$ cat src/rtl/act_lut_scheduler_pkg.sv
// rtl/act_lut_scheduler_pkg.sv - shared widths, state encoding and saturation bounds for the activation LUT scheduler
package act_lut_scheduler_pkg;

    localparam int DEF_DW = 8;
    localparam int DEF_AW = 4;
    localparam int DEF_FW = DEF_DW - DEF_AW;

    // Output clamp range of a signed DEF_DW-bit activation
    localparam int SAT_MAX = (1 << (DEF_DW - 1)) - 1;
    localparam int SAT_MIN = -(1 << (DEF_DW - 1));

    typedef enum logic [1:0] {
        IDLE = 2'd0,
        LOOK = 2'd1,
        CALC = 2'd2,
        RESP = 2'd3
    } state_t;

endpackage

$ cat src/rtl/act_rr_arbiter.sv
// rtl/act_rr_arbiter.sv - combinational round-robin pick of the first requester at or above ptr
module act_rr_arbiter #(
    parameter int N_REQ = 4,
    parameter int IDW   = $clog2(N_REQ)
) (
    input  logic [N_REQ-1:0] req,
    input  logic [IDW-1:0]   ptr,
    output logic [IDW-1:0]   grant,
    output logic             any_req
);

    // Scan ptr, ptr+1, ... wrapping at N_REQ; the first set request wins
    always_comb begin
        int idx;
        idx     = 0;
        grant   = '0;
        any_req = 1'b0;
        for (int k = 0; k < N_REQ; k++) begin
            idx = int'(ptr) + k;
            if (idx >= N_REQ) begin
                idx = idx - N_REQ;
            end
            if (!any_req && req[IDW'(idx)]) begin
                any_req = 1'b1;
                grant   = IDW'(idx);
            end
        end
    end

endmodule

$ cat src/rtl/act_lut_scheduler.sv
// rtl/act_lut_scheduler.sv - time-shares one activation LUT among N_REQ neurons with linear interpolation
module act_lut_scheduler
    import act_lut_scheduler_pkg::*;
#(
    parameter int N_REQ = 4,
    parameter int DW    = DEF_DW,
    parameter int AW    = DEF_AW,
    parameter int IDW   = $clog2(N_REQ)
) (
    input  logic               clk,
    input  logic               rst,
    input  logic [N_REQ-1:0]   req,
    input  logic [N_REQ*DW-1:0] z_in,
    output logic [AW-1:0]      lut_addr,
    input  logic [DW-1:0]      lut_base,
    input  logic [DW-1:0]      lut_next,
    output logic [N_REQ-1:0]   ack,
    output logic [DW-1:0]      y_out,
    output logic [IDW-1:0]     y_id,
    output logic               busy
);

    localparam int FW = DW - AW;
    // Wide enough for (next-base) * frac plus base without overflow
    localparam int PW = DW + FW + 1;
    localparam logic signed [PW-1:0] Y_MAX   = PW'(SAT_MAX);
    localparam logic signed [PW-1:0] Y_MIN   = PW'(SAT_MIN);
    // Top positive segment: interpolating towards entry 8 would cross the sign boundary
    localparam logic [AW-1:0]        TOP_POS = AW'((1 << (AW - 1)) - 1);
    localparam logic [IDW-1:0]       LAST_ID = IDW'(N_REQ - 1);

    state_t state, state_nx;

    logic [IDW-1:0]          ptr;
    logic [IDW-1:0]          id;
    logic [IDW-1:0]          grant;
    logic                    any_req;
    logic [DW-1:0]           z_win;
    logic [FW-1:0]           frac_q;
    logic signed [DW-1:0]    base_q;
    logic signed [DW-1:0]    next_q;
    logic signed [PW-1:0]    diff_x;
    logic signed [PW-1:0]    frac_x;
    logic signed [PW-1:0]    prod;
    logic signed [PW-1:0]    y_sum;
    logic [DW-1:0]           y_sat;

    act_rr_arbiter #(
        .N_REQ (N_REQ),
        .IDW   (IDW)
    ) u_arb (
        .req     (req),
        .ptr     (ptr),
        .grant   (grant),
        .any_req (any_req)
    );

    assign z_win = z_in[int'(grant)*DW +: DW];

    // State register
    always_ff @(posedge clk or posedge rst) begin
        if (rst) begin
            state <= IDLE;
        end else begin
            state <= state_nx;
        end
    end

    // Fixed four-cycle service; only IDLE looks at the requests
    always_comb begin
        state_nx = state;
        case (state)
            IDLE:    if (any_req) state_nx = LOOK;
            LOOK:    state_nx = CALC;
            CALC:    state_nx = RESP;
            RESP:    state_nx = IDLE;
            default: state_nx = IDLE;
        endcase
    end

    // Ack pulses only in RESP for the served neuron; busy whenever a service is in flight
    always_comb begin
        ack = '0;
        if (state == RESP) begin
            ack[id] = 1'b1;
        end
        busy = (state != IDLE);
    end

    // Interpolate base..next by frac/2^FW with floor, then clamp and saturate
    always_comb begin
        diff_x = PW'(next_q) - PW'(base_q);
        frac_x = PW'(frac_q);
        prod   = diff_x * frac_x;
        y_sum  = PW'(base_q) + (prod >>> FW);
        if (lut_addr == TOP_POS) begin
            y_sat = base_q;
        end else if (y_sum > Y_MAX) begin
            y_sat = Y_MAX[DW-1:0];
        end else if (y_sum < Y_MIN) begin
            y_sat = Y_MIN[DW-1:0];
        end else begin
            y_sat = y_sum[DW-1:0];
        end
    end

    // Datapath: capture winner, sample LUT, register result, advance rr pointer
    always_ff @(posedge clk or posedge rst) begin
        if (rst) begin
            ptr      <= '0;
            id       <= '0;
            lut_addr <= '0;
            frac_q   <= '0;
            base_q   <= '0;
            next_q   <= '0;
            y_out    <= '0;
            y_id     <= '0;
        end else begin
            case (state)
                IDLE: begin
                    if (any_req) begin
                        id       <= grant;
                        lut_addr <= z_win[DW-1:FW];
                        frac_q   <= z_win[FW-1:0];
                    end
                end
                LOOK: begin
                    base_q <= lut_base;
                    next_q <= lut_next;
                end
                CALC: begin
                    y_out <= y_sat;
                    y_id  <= id;
                end
                RESP: begin
                    ptr <= (id == LAST_ID) ? '0 : id + 1'b1;
                end
                default: ;
            endcase
        end
    end

endmodule

$ cat config.mk
export PLATFORM = sky130hd
export DESIGN_NAME = act_lut_scheduler
export DESIGN_NICKNAME = d
export VERILOG_FILES = /design/src/rtl/act_lut_scheduler_pkg.sv /design/src/rtl/act_rr_arbiter.sv /design/src/rtl/act_lut_scheduler.sv
export SDC_FILE = /design/constraint.sdc
export NUM_CORES = 1
export LEC_CHECK = 0
export ABC_CLOCK_PERIOD_IN_PS = 12000
export BUFFER_PORTS_ARGS = -buffer_cell sky130_fd_sc_hd__buf_2
export CAP_MARGIN = 20
export CORE_MARGIN = 3
export CORE_UTILIZATION = 30
export CTS_BUF_LIST = sky130_fd_sc_hd__clkbuf_2 sky130_fd_sc_hd__clkbuf_4 sky130_fd_sc_hd__clkbuf_8
export CTS_CLUSTER_DIAMETER = 120
export DETAILED_ROUTE_END_ITERATION = 10
export PLACE_DENSITY = 0.56
export SETUP_SLACK_MARGIN = 0.5
export SLEW_MARGIN = 25
export SYNTH_ARGS = -nofsm -noshare
export SYNTH_HDL_FRONTEND = slang
export SYNTH_SLANG_ARGS = --single-unit
export TNS_END_PERCENT = 30
$ cat constraint.sdc
create_clock -name clk -period 12 [get_ports clk]
set_input_delay 3 -clock clk [delete_from_list [all_inputs] [get_ports clk]]
set_output_delay 3 -clock clk [all_outputs]
set_load 0.02 [all_outputs]
Yosys cells after proc, flatten, opt, wreduce, memory -nomap -nowiden
Cells that the tools add are included.
Word-level totals
  word-level logic and storage cells: 82
  input bits: 54
  bits in registers: 40
  output and inout port bits: 19
Cells by class
  equal/unequal tests: 6
  reductions and logical operators: 10
  order comparisons: 12
  multiply operators: 1
  mux-type cells: 33
  shift operators: 1
  add/sub/neg operators: 10
Operator list (count)
  32-bit by 6-bit indexed part select with 8-bit output: 1
  8-bit 2-to-1 mux: 3
  2-bit 2-to-1 mux: 10
  2-bit by 4-bit less-than comparator with 1-bit output, second input constant: 4
  9-bit by 5-bit multiplier with 13-bit output: 1
  1-bit 2-to-1 mux: 13
  8-bit by 9-bit adder with 10-bit output: 1
  10-bit by 8-bit > comparator with 1-bit output, second input constant: 1
  10-bit by 8-bit less-than comparator with 1-bit output, second input constant: 1
  3-bit greater-or-equal comparator, second input constant: 3
  8-bit by 8-bit subtractor with 9-bit output: 1
  1-bit binary-select mux with 2-bit select: 4
  2-bit one-hot mux with 4 select lines: 1
  2-bit by 1-bit subtractor with 2-bit output, second input constant: 4
  2-bit by 2-bit adder with 3-bit output, second input constant: 2
  2-bit equality test, second input constant: 3
  4-bit by 3-bit equality test with 1-bit output, second input constant: 1
  1-bit logical AND: 4
  4-bit 2-to-1 mux: 1
  2-bit by 1-bit adder with 3-bit output, second input constant: 1
  2-bit by 3-bit greater-or-equal comparator with 1-bit output, second input constant: 1
  1-bit zero test: 3
  2-bit by 3-bit less-than comparator with 1-bit output, second input constant: 1
  2-bit by 1-bit adder with 2-bit output, second input constant: 1
  7 further kinds: 7

Longest topological paths before layout
  depth after elaboration: 17
  depth in mapped cells: 28
  mapped depth without buffers: 27

Cells and area by module
A second synthesis with hierarchy kept.
Second synthesis, totals
  cell total of the unflattened synthesis: 416
  area, all modules: 3985.1 um^2
By module, submodules not included
  act_lut_scheduler: times used 1, seq. area each 1001.0 um^2, area each 3907.5 um^2, cells each 401
  act_rr_arbiter: times used 1, seq. area each 0.0 um^2, area each 77.6 um^2, cells each 15

Worst setup path after synthesis
Ideal clock, no wire load.
  kind: register to register
  from: register base_q[0]
  to: register y_out[0]
  arrival: 6007 ps
  setup slack: 5903 ps
  stages on the path, launching flop included: 27
  period minus slack after synthesis: 6097 ps
  required time: 11910 ps
  cells stage by stage: dfrtp_1 -> ha_1 -> fa_1 -> nor2b_1 -> o21ai_1 -> nor2b_1 -> xnor2_1 -> and2_1 -> ha_1 -> fa_1 -> inv_1 -> fa_1 -> inv_1 -> ha_1 -> o21a_1 -> o21ai_0 -> a211oi_1 -> a211o_1 -> a31o_1 -> xnor2_1 -> ha_1 -> clkdlybuf4s15_2 -> o2111a_1 -> a211o_1 -> o32ai_4 -> nand3_2 -> o221ai_1
On the way
  word-level cells in the longest chain between the ends: 7
RTL lines
  start, declared: line act_lut_scheduler.sv:40  | logic signed [DW-1:0] base_q;
  start signal, assigned: line act_lut_scheduler.sv:128  | base_q <= lut_base;
  8-bit by 8-bit subtractor with 9-bit output: line act_lut_scheduler.sv:92  | diff_x = PW'(next_q) - PW'(base_q);
  9-bit by 5-bit multiplier with 13-bit output: line act_lut_scheduler.sv:94  | prod = diff_x * frac_x;
  8-bit by 9-bit adder with 10-bit output: line act_lut_scheduler.sv:95  | y_sum = PW'(base_q) + (prod >>> FW);
  10-bit by 8-bit less-than comparator with 1-bit output: line act_lut_scheduler.sv:100  | end else if (y_sum < Y_MIN) begin
  8-bit 2-to-1 mux: line act_lut_scheduler.sv:100
  8-bit 2-to-1 mux: line act_lut_scheduler.sv:98  | end else if (y_sum > Y_MAX) begin
  8-bit 2-to-1 mux *: line act_lut_scheduler.sv:96  | if (lut_addr == TOP_POS) begin
  end signal, assigned: line act_lut_scheduler.sv:132  | y_out <= y_sat;
  end, declared: line act_lut_scheduler.sv:18  | output logic [DW-1:0] y_out,
Mark *: on every way between the ends. The rest lies on a longest branch, timed or not.
A chain may end at the register's enable or synchronous reset.

Worst setup path after layout
  from: register base_q[0]
  to: register y_out[1]
On the way
  word-level cells in the longest chain between the ends: 7
RTL lines (line)
  8-bit by 8-bit subtractor with 9-bit output: act_lut_scheduler.sv:92
  9-bit by 5-bit multiplier with 13-bit output: act_lut_scheduler.sv:94
  8-bit by 9-bit adder with 10-bit output *: act_lut_scheduler.sv:95
  10-bit by 8-bit less-than comparator with 1-bit output: act_lut_scheduler.sv:100
  8-bit 2-to-1 mux: act_lut_scheduler.sv:100
  8-bit 2-to-1 mux *: act_lut_scheduler.sv:98
  8-bit 2-to-1 mux *: act_lut_scheduler.sv:96
Marked as above.

==> impl_summary.md <==
Synthesis
The part of the Yosys area used for sequential elements is 23.76%. The post-synth design cell area is ~4200 µm². The number of synthesized flops with an enable pin is 0. The xor and xnor fraction of the mapped netlist area is 3.742%. The main combinational cell family by area after synthesis is adder cells. The share of the synthesized area in the top cell type is 23.76%. The adder and majority gate portion of the synthesized area is 22.99%. The Yosys warning count is 0. Yosys mapped the design onto between 60 and 70 distinct sky130hd cell types. The async set or reset register ratio after synthesis is 100.0%. The number of instances in the synthesized netlist is 450. The flip-flop and latch count after synthesis is 40. The synthesized netlist devotes approximately 17% of its cell area to compound gates. The average instance area after synthesis is between 9 and 10 µm².

Synthesis produced a netlist with a net count of 570. Ranked by instance count, the synthesized netlist is headed by 52 x sky130_fd_sc_hd__inv_1, 47 x sky130_fd_sc_hd__ha_1, 40 x sky130_fd_sc_hd__dfrtp_1, 37 x sky130_fd_sc_hd__nand2_1. Of all cell types, the one taking the most synthesized area is sky130_fd_sc_hd__dfrtp_1. Multiplexer cells account for 10.57% of the synthesized area. The commonest register cell after synthesis is sky130_fd_sc_hd__dfrtp_1. The most common cell in the synthesized netlist is sky130_fd_sc_hd__inv_1. By area the synthesized netlist is led by sky130_fd_sc_hd__dfrtp_1 24%, sky130_fd_sc_hd__ha_1 14%, sky130_fd_sc_hd__fa_1 9.0%. After Yosys synthesis, and, or, nand and nor cells account for 14.43% of the synthesized area.

Status
The run finished with clean final reports.

Detailed routing
The number of optimization iterations in the first detailed-route pass is 4. The number of vias per cell after detailed routing is ~4.7. For this block, the initial DRC count from the detailed router was 112. Summed over all layers, the routed wires come to 8985 µm.

The count of nets left with antenna violations once routing finished came out at 0. The post-route DRC violation count is 0. The number of vias in the routed layout is 3249. After detailed routing, the average wire length per cell comes to 13.02 µm.

Timing
Between clock sinks in the finished design, the worst skew comes to about 0.0059 ns. The fraction of the cycle the final worst path needs is 55.08%. In the final timing run, aggregate negative setup slack is 0 ns. The number of slew-limit violations in the final report is 0.

The final critical path time including I/O delays and setup is 6.609 ns. Setup violations remaining at the end of the flow were counted as 0. In this run the tightest slew margin relative to its limit is 45.63%. Setup repair after global routing left no endpoint under its margin. The worst-margin pin slew is 0.8156 ns. The number of endpoints with negative hold slack in the final report was 0. For this run, the top clock speed supported by timing is ~150 MHz.

Min path
In this run the most critical hold path is launched from y_out[7]. The cell depth of the worst min-delay path is 1. The kind of path behind the tightest hold check is reg2reg. The path with the worst hold slack has its endpoint at y_out[7].

Clock tree
In this run, CTS created clock tree buffers numbering 5. The cell sitting at the root of the clock tree is a sky130_fd_sc_hd__clkbuf_8. The number of cells upsized or downsized after cts is 0. For this design, the CTS-stage hold fixing added 0 buffers. Clock-pin slew was measured on the worst setup and hold paths at approximately 0.080 ns. The H-tree was split into 2 levels. The TritonCTS clock tree is done. The later pin in the worst-skew pair is clocked with a latency of 0.29 ns. In this run the post-CTS setup repair buffer count came out at 0.

Clock tree synthesis found a total of 40 sinks. The clock passes through at most 2 buffers.

Setup path
STA classifies the critical path startpoint as a register. The worst register-to-register path has a setup slack of 5.39 ns. The critical path capture point type is a register. The capturing point of the worst reg2reg path is y_out[1]. Of all nets on the critical path, the largest fanout is 7. The arrival time reported for the critical path endpoint is 6.80 ns. The setup path with the least slack is of type reg2reg. At the worst endpoint, the required time is about 12 ns.

The launching point of the worst reg2reg path is base_q[0]. Counting cells, the worst reg-to-reg path comes to 26.

Die
The vertical die dimension is about 120 µm. Row generation in the floorplan step produced between 40 and 50 rows. The overall die area is approximately 16000 µm². For this configuration, the core starts out at a cell density of 31.19%. The core region is 13510 µm². The boundary pin count is 73. The x dimension of the die is 124.5 µm.

Global routing
Entering global routing, the biggest net connects 41 pins. The all-layer global routing usage is between 10% and 20%. Global routing finished with a remaining overflow of 0. The via count of the first global-routing pass is 3429. The first global-routing pass estimated 15990 µm of wire. The initial antenna violation count is 0.

Cells and area
The number of diodes added for antenna fixing is 0. The post-route netlist has 22.76% of its cells at a drive strength greater than 1. Counting the fill cells in the layout gives 1404. Summing all flip-flop and latch instances after layout gives between 1000 and 1500 µm². The number of cells in the finished layout apart from fillers is 690. The layout overhead on the synthesized area is 13.99%. The finished layout cell area is 4802 µm². The multi-input combinational cells in the finished layout cover a total of a little under 3000 µm². The net total in the final layout is 633.

Placement
Port buffering added 72 buffers. The placed cell area is 4691 µm². In this run, placement finished with an instance count of 682. The HPWL after detailed placement is 7658 µm. Routability-driven placement finished with a final weighted congestion of 0.8401.

Job
Across the run, the number of max-cap violations was 0.
cell type report:
type                            instances  area share, %
Inverter                               52          4.065
Sequential cell                        40          20.84
Timing Repair Buffer                   74          7.817
Tap cell                              176          4.586
Clock inverter                          3         0.8859
Multi-Input combinational cell        340          60.37
Clock buffer                            5          1.433
how the worst max path moves through the flow:
| stage | slack [ns] | to | cells past startpoint | startpoint |
|---|---|---|---|---|
| 2_1_floorplan | 5.90 | y_out[0] | 26 | base_q[0] |
| 3_3_place_gp | 5.53 | y_out[1] | 26 | base_q[0] |
| 3_5_place_dp | 5.43 | y_out[1] | 26 | base_q[0] |
| 4_1_cts | 5.38 | y_out[1] | 26 | base_q[0] |
| 5_1_grt | 4.92 | y_out[1] | 26 | base_q[0] |
| 6_report | 5.39 | y_out[1] | 26 | base_q[0] |
flip-flops by register name, indices dropped and copies added (netlist names):
register / flops
y_id: 2
next_q: 8
y_out: 8
state: 2
lut_addr: 4
frac_q: 4
base_q: 8
id: 2
ptr: 2
kinds of logic (layout without fill, tap and decap cells):
group | Yosys count | after routing
AND/OR/NAND/NOR | 114 | 114
AO/OA/AOI/OAI | 100 | 100
buffers and inverters | 70 | 134
adder cells (fa/ha/maj) | 66 | 66
multiplexers | 42 | 42
flip-flops | 40 | 40
XOR/XNOR | 18 | 18
stage by stage:
stage	utilization, %	hold WS, ns	worst slack [ns]
global route	35.56	0.5378	4.923
global placement	34.73	0.4887	5.526
detailed placement	34.73	0.4958	5.427
CTS	35.56	0.5151	5.381
finish	35.56	0.5074	5.391
floorplan	-	0.4849	5.903
cells in the final DEF, fill, tap and decap left out, types with 9 or more instances in the layout:
master / instances
sky130_fd_sc_hd__nor2b_1: 9
sky130_fd_sc_hd__inv_1: 52
sky130_fd_sc_hd__mux2i_1: 22
sky130_fd_sc_hd__a21oi_1: 14
sky130_fd_sc_hd__mux2_2: 20
sky130_fd_sc_hd__buf_2: 72
sky130_fd_sc_hd__o21ai_1: 13
sky130_fd_sc_hd__dfrtp_1: 40
sky130_fd_sc_hd__ha_1: 47
sky130_fd_sc_hd__xnor2_1: 14
sky130_fd_sc_hd__nand2_1: 37
sky130_fd_sc_hd__fa_1: 19
sky130_fd_sc_hd__and2_1: 21
sky130_fd_sc_hd__nor2_1: 15
sky130_fd_sc_hd__o21ai_0: 22
layer usage:
layer	share of wire, %	GRT usage [%]	vias to the layer above
met4	0.58	1.547	0
met5	0	0	-
met2	46	20.67	66
li1	-	-	1675
met3	4.6	2.187	6
met1	48	16.08	1502
worst max-delay path, cell delays in order, from the launching register on:
cell and delay (ns):
sky130_fd_sc_hd__dfrtp_1 0.44, sky130_fd_sc_hd__ha_1 0.26, sky130_fd_sc_hd__fa_1 0.41, sky130_fd_sc_hd__nor2b_1 0.15, sky130_fd_sc_hd__o21ai_1 0.09, sky130_fd_sc_hd__nor2b_1 0.15
sky130_fd_sc_hd__xnor2_1 0.27, sky130_fd_sc_hd__and2_1 0.18, sky130_fd_sc_hd__ha_1 0.24, sky130_fd_sc_hd__fa_1 0.54, sky130_fd_sc_hd__inv_1 0.05, sky130_fd_sc_hd__fa_1 0.52
sky130_fd_sc_hd__inv_1 0.04, sky130_fd_sc_hd__ha_1 0.32, sky130_fd_sc_hd__o21a_1 0.18, sky130_fd_sc_hd__o21ai_0 0.22, sky130_fd_sc_hd__a211oi_1 0.08, sky130_fd_sc_hd__a211o_1 0.28
sky130_fd_sc_hd__a21oi_1 0.19, sky130_fd_sc_hd__xnor2_1 0.09, sky130_fd_sc_hd__ha_1 0.41, sky130_fd_sc_hd__a21o_2 0.22, sky130_fd_sc_hd__mux2i_1 0.28, sky130_fd_sc_hd__o41ai_4 0.15
sky130_fd_sc_hd__o32ai_4 0.41, sky130_fd_sc_hd__nand3_2 0.12, sky130_fd_sc_hd__o221ai_1 0.21
Power is left out: the tool's default activity adds up to more than one toggle a clock period on the data nets, which glitch-free logic cannot reach.
